`src/rtl/mat_pkg.sv`:
```
// Shared definitions for the sequential N x N signed matrix multiplier.
package mat_pkg;

    localparam int DW    = 20;
    localparam int N     = 5;
    localparam int ACC_W = 2*DW + 3;

    typedef logic signed [DW-1:0]    elem_t;
    typedef logic signed [ACC_W-1:0] acc_t;

    typedef enum logic [1:0] {LOAD, MAC, EMIT} state_t;

endpackage

```
`src/rtl/mat_mac.sv`:
```
// Signed multiply-accumulate: sum = acc + a*b, with synchronous clear and enable.
module mat_mac #(
    parameter int DW    = 20,
    parameter int ACC_W = 2*DW + 3
) (
    input  logic                    clk,
    input  logic                    rst_n,
    input  logic                    clr,
    input  logic                    en,
    input  logic signed [DW-1:0]    a,
    input  logic signed [DW-1:0]    b,
    output logic signed [ACC_W-1:0] sum
);

    logic signed [2*DW-1:0]  p;
    logic signed [ACC_W-1:0] prod;
    logic signed [ACC_W-1:0] acc;

    // Exact 2*DW product, then sign-extended into the guard bits
    assign p    = a * b;
    assign prod = {{(ACC_W-2*DW){p[2*DW-1]}}, p};
    assign sum  = acc + prod;

    always_ff @(posedge clk or negedge rst_n) begin
        if (!rst_n)   acc <= '0;
        else if (clr) acc <= '0;
        else if (en)  acc <= sum;
    end

endmodule

```
`src/rtl/matrix_mult_seq.sv`:
```
// Streams in A then B (row-major), emits C = A*B one element at a time.
// Optional diagonal check enabled by defining MATRIX_DIAG_CHECK_EN.
module matrix_mult_seq
    import mat_pkg::*;
#(
    parameter int DW    = mat_pkg::DW,
    parameter int N     = mat_pkg::N,
    parameter int ACC_W = 2*DW + 3
) (
    input  logic             clk,
    input  logic             rst_n,
    input  logic             s_valid,
    output logic             s_ready,
    input  logic [DW-1:0]    s_data,
    input  logic             s_last,
    output logic             m_valid,
    input  logic             m_ready,
    output logic [ACC_W-1:0] m_data,
    output logic             m_last,
    output logic             err,
    output logic             diag_ok
);

    localparam int NN    = N*N;
    localparam int FRAME = 2*NN;
    localparam int KW    = $clog2(FRAME);
    localparam int AW    = $clog2(NN);
    localparam int IW    = (N > 1) ? $clog2(N) : 1;

    state_t state, state_nxt;

    // Row/column/term indices are kept 0-based internally
    logic [KW-1:0] k;
    logic [IW-1:0] i, j, t;
    logic signed [DW-1:0] a_mem [NN];
    logic signed [DW-1:0] b_mem [NN];
    logic [AW-1:0] a_idx, b_idx;
    logic beat, load_done, frame_err, mac_last, emit_hs, last_elem;
    logic signed [ACC_W-1:0] sum;

    assign s_ready   = (state == LOAD);
    assign last_elem = (i == IW'(N-1)) && (j == IW'(N-1));
    assign a_idx     = AW'(int'(i) * N + int'(t));
    assign b_idx     = AW'(int'(t) * N + int'(j));

    always_ff @(posedge clk or negedge rst_n) begin
        if (!rst_n) state <= LOAD;
        else        state <= state_nxt;
    end

    always_comb begin
        state_nxt = state;
        beat      = 1'b0;
        load_done = 1'b0;
        frame_err = 1'b0;
        mac_last  = 1'b0;
        emit_hs   = 1'b0;
        case (state)
            LOAD: if (s_valid) begin
                beat = 1'b1;
                if (k == KW'(FRAME-1)) begin
                    if (s_last) begin
                        load_done = 1'b1;
                        state_nxt = MAC;
                    end else begin
                        frame_err = 1'b1;
                    end
                end else if (s_last) begin
                    frame_err = 1'b1;
                end
            end
            MAC: if (t == IW'(N-1)) begin
                mac_last  = 1'b1;
                state_nxt = EMIT;
            end
            EMIT: if (m_ready) begin
                emit_hs   = 1'b1;
                state_nxt = m_last ? LOAD : MAC;
            end
            default: state_nxt = LOAD;
        endcase
    end

    // Frame storage; a bad frame is simply overwritten by the next one
    always_ff @(posedge clk) begin
        if (beat) begin
            if (k < KW'(NN)) a_mem[AW'(k)]              <= s_data;
            else             b_mem[AW'(int'(k) - NN)]   <= s_data;
        end
    end

    mat_mac #(.DW(DW), .ACC_W(ACC_W)) u_mac (
        .clk   (clk),
        .rst_n (rst_n),
        .clr   (load_done | emit_hs),
        .en    (state == MAC),
        .a     (a_mem[a_idx]),
        .b     (b_mem[b_idx]),
        .sum   (sum)
    );

    always_ff @(posedge clk or negedge rst_n) begin
        if (!rst_n) begin
            k       <= '0;
            i       <= '0;
            j       <= '0;
            t       <= '0;
            m_valid <= 1'b0;
            m_data  <= '0;
            m_last  <= 1'b0;
            err     <= 1'b0;
        end else begin
            err <= frame_err;
            if (beat) k <= (frame_err || load_done) ? '0 : k + 1'b1;
            if (load_done) begin
                i <= '0;
                j <= '0;
                t <= '0;
            end
            if (state == MAC) t <= mac_last ? '0 : t + 1'b1;
            // Final term is folded in here so EMIT starts right after N MAC cycles
            if (mac_last) begin
                m_valid <= 1'b1;
                m_data  <= sum;
                m_last  <= last_elem;
            end
            if (emit_hs) begin
                m_valid <= 1'b0;
                m_last  <= 1'b0;
                if (j == IW'(N-1)) begin
                    j <= '0;
                    i <= last_elem ? '0 : i + 1'b1;
                end else begin
                    j <= j + 1'b1;
                end
            end
        end
    end

`ifdef MATRIX_DIAG_CHECK_EN
    logic signed [ACC_W-1:0] diag_ref;
    logic diag_run, diag_q, elem_ok;

    always_comb begin
        if (i != j) elem_ok = (sum == '0);
        else        elem_ok = (sum != '0) && ((i == '0) || (sum == diag_ref));
    end

    always_ff @(posedge clk or negedge rst_n) begin
        if (!rst_n) begin
            diag_ref <= '0;
            diag_run <= 1'b0;
            diag_q   <= 1'b0;
        end else if (load_done) begin
            diag_run <= 1'b1;
            diag_q   <= 1'b0;
        end else if (mac_last) begin
            if (i == '0 && j == '0) diag_ref <= sum;
            diag_run <= diag_run & elem_ok;
            if (last_elem) diag_q <= diag_run & elem_ok;
        end
    end

    assign diag_ok = diag_q;
`else
    assign diag_ok = 1'b0;
`endif

endmodule

```
`config.mk`:
```
export PLATFORM = sky130hd
export DESIGN_NAME = matrix_mult_seq
export DESIGN_NICKNAME = d
export VERILOG_FILES = /design/src/rtl/mat_pkg.sv /design/src/rtl/mat_mac.sv /design/src/rtl/matrix_mult_seq.sv
export SDC_FILE = /design/constraint.sdc
export NUM_CORES = 2
export LEC_CHECK = 0
export BUFFER_PORTS_ARGS = -buffer_cell sky130_fd_sc_hd__buf_2
export CAP_MARGIN = 20
export CORE_ASPECT_RATIO = 0.7
export CORE_MARGIN = 4
export CORE_UTILIZATION = 49
export CTS_BUF_LIST = sky130_fd_sc_hd__clkbuf_4
export CTS_CLUSTER_DIAMETER = 60
export DETAILED_ROUTE_END_ITERATION = 16
export PLACE_DENSITY_LB_ADDON = 0.3
export REMOVE_ABC_BUFFERS = 1
export SKIP_CTS_REPAIR_TIMING = 1
export SLEW_MARGIN = 5
export SYNTH_ARGS = -nofsm -noshare
export SYNTH_HDL_FRONTEND = slang
export SYNTH_SLANG_ARGS = --single-unit
```
`constraint.sdc`:
```
create_clock -name clk -period 13.65 [get_ports clk]
set_input_delay 1.365 -clock clk [delete_from_list [all_inputs] [get_ports clk]]
set_output_delay 1.365 -clock clk [all_outputs]
set_load 0.02 [all_outputs]
```
; Word-level counts from Yosys, hierarchy flattened
; Memories as Yosys holds them, arrays and structs flattened.
; Index checks and enable logic that the tools add are counted.
[classes]
n_addsub = 8
multipliers = 3
magnitude_cmp = 1
eq_ne = 11
muxes = 43
bitwise_logic = 1
reduce_logical = 8
[op_table]
columns = cell, n
row1 = 43-bit two-way mux, 2
row2 = 43-bit by 40-bit adder with 43-bit output, 1
row3 = 20-bit by 20-bit multiplier with 40-bit output, 1
row4 = 3-bit two-way mux, 9
row5 = 1-bit two-way mux, 25
row6 = 5-bit by 3-bit adder with 5-bit output, 2
row7 = 3-bit by 3-bit multiplier with 5-bit output (second input constant), 2
row8 = 2-bit two-way mux, 5
row9 = 3-bit by 1-bit adder with 3-bit output (second input constant), 3
row10 = 3-bit equality test (second input constant), 3
row11 = 2-bit nonzero test, 4
row12 = 6-bit by 1-bit adder with 6-bit output (second input constant), 1
row13 = 6-bit equality test (second input constant), 1
row14 = 6-bit by 5-bit less-than comparator with 1-bit output (second input constant), 1
row15 = 6-bit two-way mux, 1
row16 = 2-bit inequality test (second input constant), 3
row17 = 2-bit one-hot mux with 3 select lines, 1
row18 = 5-bit AND reduction, 1
row19 = 5-bit subtractor (second input constant), 1
row20 = 2-bit by 1-bit inequality test with 1-bit output (second input constant), 2
row21 = 2-bit by 1-bit equality test with 1-bit output (second input constant), 1
row22 = 2-bit equality test (second input constant), 1
row23 = 2-bit logical NOT, 1
row24 = 1-bit logical AND, 1
row25 = other kinds (2), 2
[totals]
register_bits = 106
mem_bits_rw = 1000
inputBits = 25
output_inout_bits = 48
elab_cells = 87
mem_count = 2
[memory_table]
columns = name, words, width, rd, rd_ports_with_merged_regs, wr, line_no
row1 = a_mem, 25, 20, 1, 0, 1, matrix_mult_seq.sv:35  ; logic signed [DW-1:0] a_mem [NN];
row2 = b_mem, 25, 20, 1, 0, 1, matrix_mult_seq.sv:36  ; logic signed [DW-1:0] b_mem [NN];

; Depth between registers and ports, before layout
[logic_depth]
depth_word = 7
mapped_depth = 37
ltp_nobuf = 34

; Cells and area by module
; Synthesis repeated with hierarchy kept, for this count alone.
[hier_totals]
cells_unflattened = 4202
area_unflattened_um2 = 61981.9
[by_module_without_submodules]
columns = module, instances, cells_per_inst, area_per_inst_um2, seq_area_each_um2
row1 = matrix_mult_seq, 1, 1991, 42059.1, 31605.3
row2 = mat_mac, 1, 2211, 19922.9, 1076.0

; Worst setup path after synthesis
; No wires, ideal clock.
[synth_path]
kind = register -> register
from = reg t[0]
to = reg u_mac.acc[41]
setup_time_ps = 122
t_arrival_ps = 9449
required_time_ps = 13528
setup_slack_ps = 4079
stages_incl_launch_ff = 35
n_path_buf = 3
period_less_slack_ps = 9571
cell_sequence = dfrtp_1 ha_1 ha_1 fa_1 buf_1 buf_2 mux4_2 mux2i_1 a211oi_1 a21oi_1 buf_2 or2_2 fa_1 inv_1 fa_1 inv_1 fa_1 inv_1 fa_1 inv_1 fa_1 inv_1 fa_1 inv_1 fa_1 inv_1 ha_1 nand2_1 nand2b_1 a21oi_1 nor2b_1 a311oi_1 or4b_4 a21o_1 a32o_1
[synth_via]
elab_chain_len = 7
word_cells_on_any_way = 9
classes_between = add/sub (3) / mul (2) / mux (2) / memory (2)
[synth_rtl]
columns = element, line_no
row1 = from (decl), matrix_mult_seq.sv:34  ; logic [IW-1:0] i, j, t;
row2 = from (signal assigned), matrix_mult_seq.sv:120  ; if (state == MAC) t <= mac_last ? '0 : t + 1'b1;
row3 = 3-bit by 3-bit multiplier with 5-bit output, matrix_mult_seq.sv:44  ; assign b_idx = AW'(int'(t) * N + int'(j));
row4 = 5-bit by 3-bit adder with 5-bit output, matrix_mult_seq.sv:44
row5 = memory read 25 x 20 bit, n/a
row6 = 20-bit by 20-bit multiplier with 40-bit output (*), mat_mac.sv:20  ; assign p = a * b;
row7 = 43-bit by 40-bit adder with 43-bit output (*), mat_mac.sv:22  ; assign sum = acc + prod;
row8 = 43-bit two-way mux (*), mat_mac.sv:27  ; else if (en) acc <= sum;
row9 = 43-bit two-way mux (*), mat_mac.sv:26  ; else if (clr) acc <= '0;
row10 = to (signal assigned), mat_mac.sv:27
row11 = to (decl), mat_mac.sv:17  ; logic signed [ACC_W-1:0] acc;
; Every way passes the cells marked *; elsewhere a longest branch is shown, timed or not. The select of a mux whose other input is x is not followed.
; A chain may end at the register's enable or synchronous reset.

; Worst setup path after layout
[layout_path]
from = reg t[0]
to = reg m_data[42]
[layout_via]
elab_chain_len = 5
word_cells_on_any_way = 10
classes_between = add/sub (3) / mul (2) / eq/ne (1) / mux (2) / memory (2)
[layout_rtl]
columns = element, line_no
row1 = 3-bit by 3-bit multiplier with 5-bit output, matrix_mult_seq.sv:44
row2 = 5-bit by 3-bit adder with 5-bit output, matrix_mult_seq.sv:44
row3 = memory read 25 x 20 bit, n/a
row4 = 20-bit by 20-bit multiplier with 40-bit output, mat_mac.sv:20
row5 = 43-bit by 40-bit adder with 43-bit output, mat_mac.sv:22
row6 = to (signal assigned), matrix_mult_seq.sv:124  ; m_data <= sum;
row7 = to (decl), matrix_mult_seq.sv:18  ; output logic [ACC_W-1:0] m_data,
; Parallel ways exist; a longest one is shown, timed or not.

==> results.txt <==
----------------------------------------------------
[Logic synthesis]
  Post-synth EDFFs ... 1000
  Part of the Yosys area used for sequential elements ... 53.7%
  Asr flop ratio synth ... 9.58%
  Distinct cell type count after synthesis ... 67
  Syn Std Cell Area ... 60800 um^2
  Predominant post-synthesis flop cell ... sky130_fd_sc_hd__edfxtp_1
  Warnings, synthesis ... 0
  FF+latch count, synth ... 1106
  Number of instances in the synthesized netlist ... 4141
  Per-instance average area after synthesis ... 14.7 um^2

[CTS]
  Clock transition at the registers of the reported paths ... 70 ps
  Deepest clock path buffer count ... 4
  Number of levels in the clock H-tree ... 5
  Insertion delay to the later sink of the worst-skew pair ... 1230 ps
  Number of CTS-inserted buffers ... 285
  Root Buffer ... sky130_fd_sc_hd__clkbuf_4
  Clock tree from TritonCTS ... built
  Number of sinks driven by the clock tree ... 1106

[Status]
  Run status ... complete, no violations

[Route]
  Wire length per cell after detailed routing ... 23.7 um
  Overall via count from detail_route ... 34800
  Total Routed Length ... 147 mm
  Number of nets with antenna violations after detailed routing ... 0
  Number of DRC markers in iteration 0 ... 3343
  Remaining design rule violation count ... 0
  Via/cell ratio ... 5.60
  Iteration count of the initial detailed-routing pass ... 5

[Floorplanning]
  Number of placement rows ... 107
  Core Footprint ... 122000 um^2
  Starting density of the core ... 49.7%
  Top-level port count ... 73
  Die W ... 429 um
  Full die area ... 130000 um^2
  Die Y-Extent ... 303 um

[Setup path]
  Reg-to-reg startpoint ... t[0]
  CP startpoint ... t[0]
  Arrival time worst endpoint ... 12440 ps
  CP max-delay cell ... sky130_fd_sc_hd__fa_4
  Reg2Reg Depth ... 25
  R2r setup slk ... 2230 ps
  Maximum single-stage delay on the critical path ... 1340 ps
  Most common cell on crit path ... sky130_fd_sc_hd__fa_1
  Terminus of the critical flop-to-flop path ... m_data[42]
  Worst-path maximum fanout ... 37
  Kind of start point of the critical path ... flop
  Cell class contributing the biggest share of worst-path delay ... adder cells
  Worst Setup Path Type ... reg -> reg
  Total buffers and inverters traversed by the critical path ... 3
  Worst endpoint required time ... 14670 ps
  Sort of element at the end of the critical path ... flop

[Placement]
  Cell area reported after detailed placement ... 63500 um^2
  Placer's final routability congestion estimate ... 0.877
  Placed cell count ... 5753
  Buffers added on ports ... 71
  Half-perimeter wire length after detailed placement ... 96.5 mm

[Hold path]
  Worst min-delay path class ... in -> async

[STA]
  Slew @ Worst Pin ... 1190 ps
  Layout Skew ... 164 ps
  Final setup violation count ... 0
  Number of endpoints with negative hold slack in the final report ... 0
  Final-report max-slew violation count ... 0
  Setup repair after global routing missed its margin ... false
  Minimum period implied by the final worst setup slack ... 11420 ps
  Max Clock Freq ... 87.6 MHz
  Worst slew margin relative to its limit ... 20.7%
  Final clock period utilization by the worst path ... 83.7%
  Setup TNS ... 0 ps

[Finish]
  Count of nets after finishing ... 5089
  Synthesis-to-finish area growth ... 9.97%
  Fillcell total ... 9904
  Share of post-route cells with drive strength above 1 ... 23.1%
  Commonest non-fill, non-tap cell in the layout ... sky130_fd_sc_hd__edfxtp_1
  Most frequent cells in the layout ... sky130_fd_sc_hd__edfxtp_1, sky130_fd_sc_hd__inv_1, sky130_fd_sc_hd__fa_1
  Cell area after layout ... 66900 um^2
  Finished Layout Cells ... 6213

[GRT]
  Vias in the first global route ... 36700
  Maximum number of pins on one net before global-route repair ... 78
  Grt ovf ... 0
  Number of antenna violations at the first check in global routing ... 6
  First-pass GRT wire length ... 225 mm
  GRT Resource Usage Total ... 23.5%

[Flow run]
  Number of max-capacitance violations reported ... 0

----------------------------------------------------
==> per-stage QoR <==
stage | setup slack, ps | hold slack (ps) | util [%]
5_1_grt | 1730 | 168 | 54.6
4_1_cts | 2290 | 47.5 | 54.6
3_3_place_gp | 2480 | 459 | 51.9
2_1_floorplan | 376 | 449 | -
3_5_place_dp | 2270 | 457 | 51.9
6_report | 2230 | 201 | 54.6
==> layer usage <==
metal | routed length [um] | vias to the layer above | share of wire, % | global-route usage (%)
met3 | 14900 | 241 | 10 | 6.41
met4 | 3660 | 0 | 2.5 | 7.86
li1 | - | 15000 | - | -
met5 | 0 | - | 0 | 0
met2 | 64800 | 1511 | 44 | 34.2
met1 | 63900 | 18000 | 43 | 34.5
==> state kept, by name (all words and copies together) (netlist names) <==
register	cells
a_mem	500
b_mem	500
m_data	43
u_mac.acc	43
k	6
i	3
j	3
t	3
state	2
err	1
m_last	1
m_valid	1
==> how the worst max path moves through the flow <==
stage	to	slack (ps)	cells after the start
floorplan	u_mac.acc[38]	380	27
global placement	m_data[42]	2480	25
detailed placement	m_data[42]	2270	25
CTS	m_data[42]	2290	25
global route	m_data[42]	1730	25
finish	m_data[42]	2230	25
==> worst register-to-register path: stages, from the launching register on <==
cell and delay (ps):
sky130_fd_sc_hd__dfrtp_1 490, sky130_fd_sc_hd__ha_1 350, sky130_fd_sc_hd__ha_1 320, sky130_fd_sc_hd__fa_4 1340
sky130_fd_sc_hd__mux4_2 650, sky130_fd_sc_hd__a21oi_1 660, sky130_fd_sc_hd__or2_2 790, sky130_fd_sc_hd__inv_1 280
sky130_fd_sc_hd__fa_1 520, sky130_fd_sc_hd__fa_1 510, sky130_fd_sc_hd__inv_1 50, sky130_fd_sc_hd__fa_1 520
sky130_fd_sc_hd__inv_1 50, sky130_fd_sc_hd__fa_1 470, sky130_fd_sc_hd__fa_1 460, sky130_fd_sc_hd__fa_1 530
sky130_fd_sc_hd__fa_1 410, sky130_fd_sc_hd__ha_1 420, sky130_fd_sc_hd__nand3_1 150, sky130_fd_sc_hd__nor2_1 120
sky130_fd_sc_hd__nand2_1 70, sky130_fd_sc_hd__nor4_1 880, sky130_fd_sc_hd__o21ai_0 490, sky130_fd_sc_hd__a21o_1 340
sky130_fd_sc_hd__and4_1 220, sky130_fd_sc_hd__o31ai_1 190
==> cells in the mapped netlist, drive strengths merged, types with 3 or more instances <==
master	instances	area share (%)
a31oi	13	0.13
o31ai	15	0.19
and3	5	0.060
inv	710	4.4
xnor2	35	0.50
nand2	256	1.6
buf	89	0.79
and4	3	0.043
or2	113	1.2
a221oi	3	0.043
a32o	3	0.049
nor4	4	0.041
or3	4	0.041
ha	163	3.4
edfxtp	1000	49
o21ai	110	0.92
a21oi	77	0.66
nand3	22	0.18
and2	12	0.12
nor3	14	0.12
a22o	10	0.14
o21a	4	0.049
nor2	309	1.9
nand4	7	0.072
a31o	3	0.043
a211oi	41	0.51
mux2i	41	0.67
a21o	23	0.28
clkbuf	85	0.52
nand2b	21	0.22
xor2	13	0.19
nor2b	18	0.19
mux4	280	10
dfrtp	106	4.4
o21bai	3	0.037
fa	495	16
==> layout make-up <==
type                       count  area [um^2]  area share (%)
sequential                  1106        32700            48.8
tap                         1635         2050            3.06
multi-input combinational   2151        25200            37.6
clock inverter                50          302           0.451
inverter                     710         2670            3.98
timing repair buffer         152          998            1.49
clock buffer                 406         3050            4.55
antenna                        3         7.51          0.0112
==> cell families (layout without fill, tap and decap cells) <==
kind of cell	count (synthesis)	after routing	synth area share [%]
buffers and inverters	884	1318	5.70
flip-flops	1106	1106	53.7
adder cells (fa/ha/maj)	658	658	19.6
multiplexers	322	322	11.1
XOR/XNOR	48	48	0.691
AND/OR/NAND/NOR	791	791	5.77
other	1	4	0.00616
AO/OA/AOI/OAI	331	331	3.43
Power is left out: the tool's default activity adds up to more than one toggle a clock period on the data nets, which glitch-free logic cannot reach.
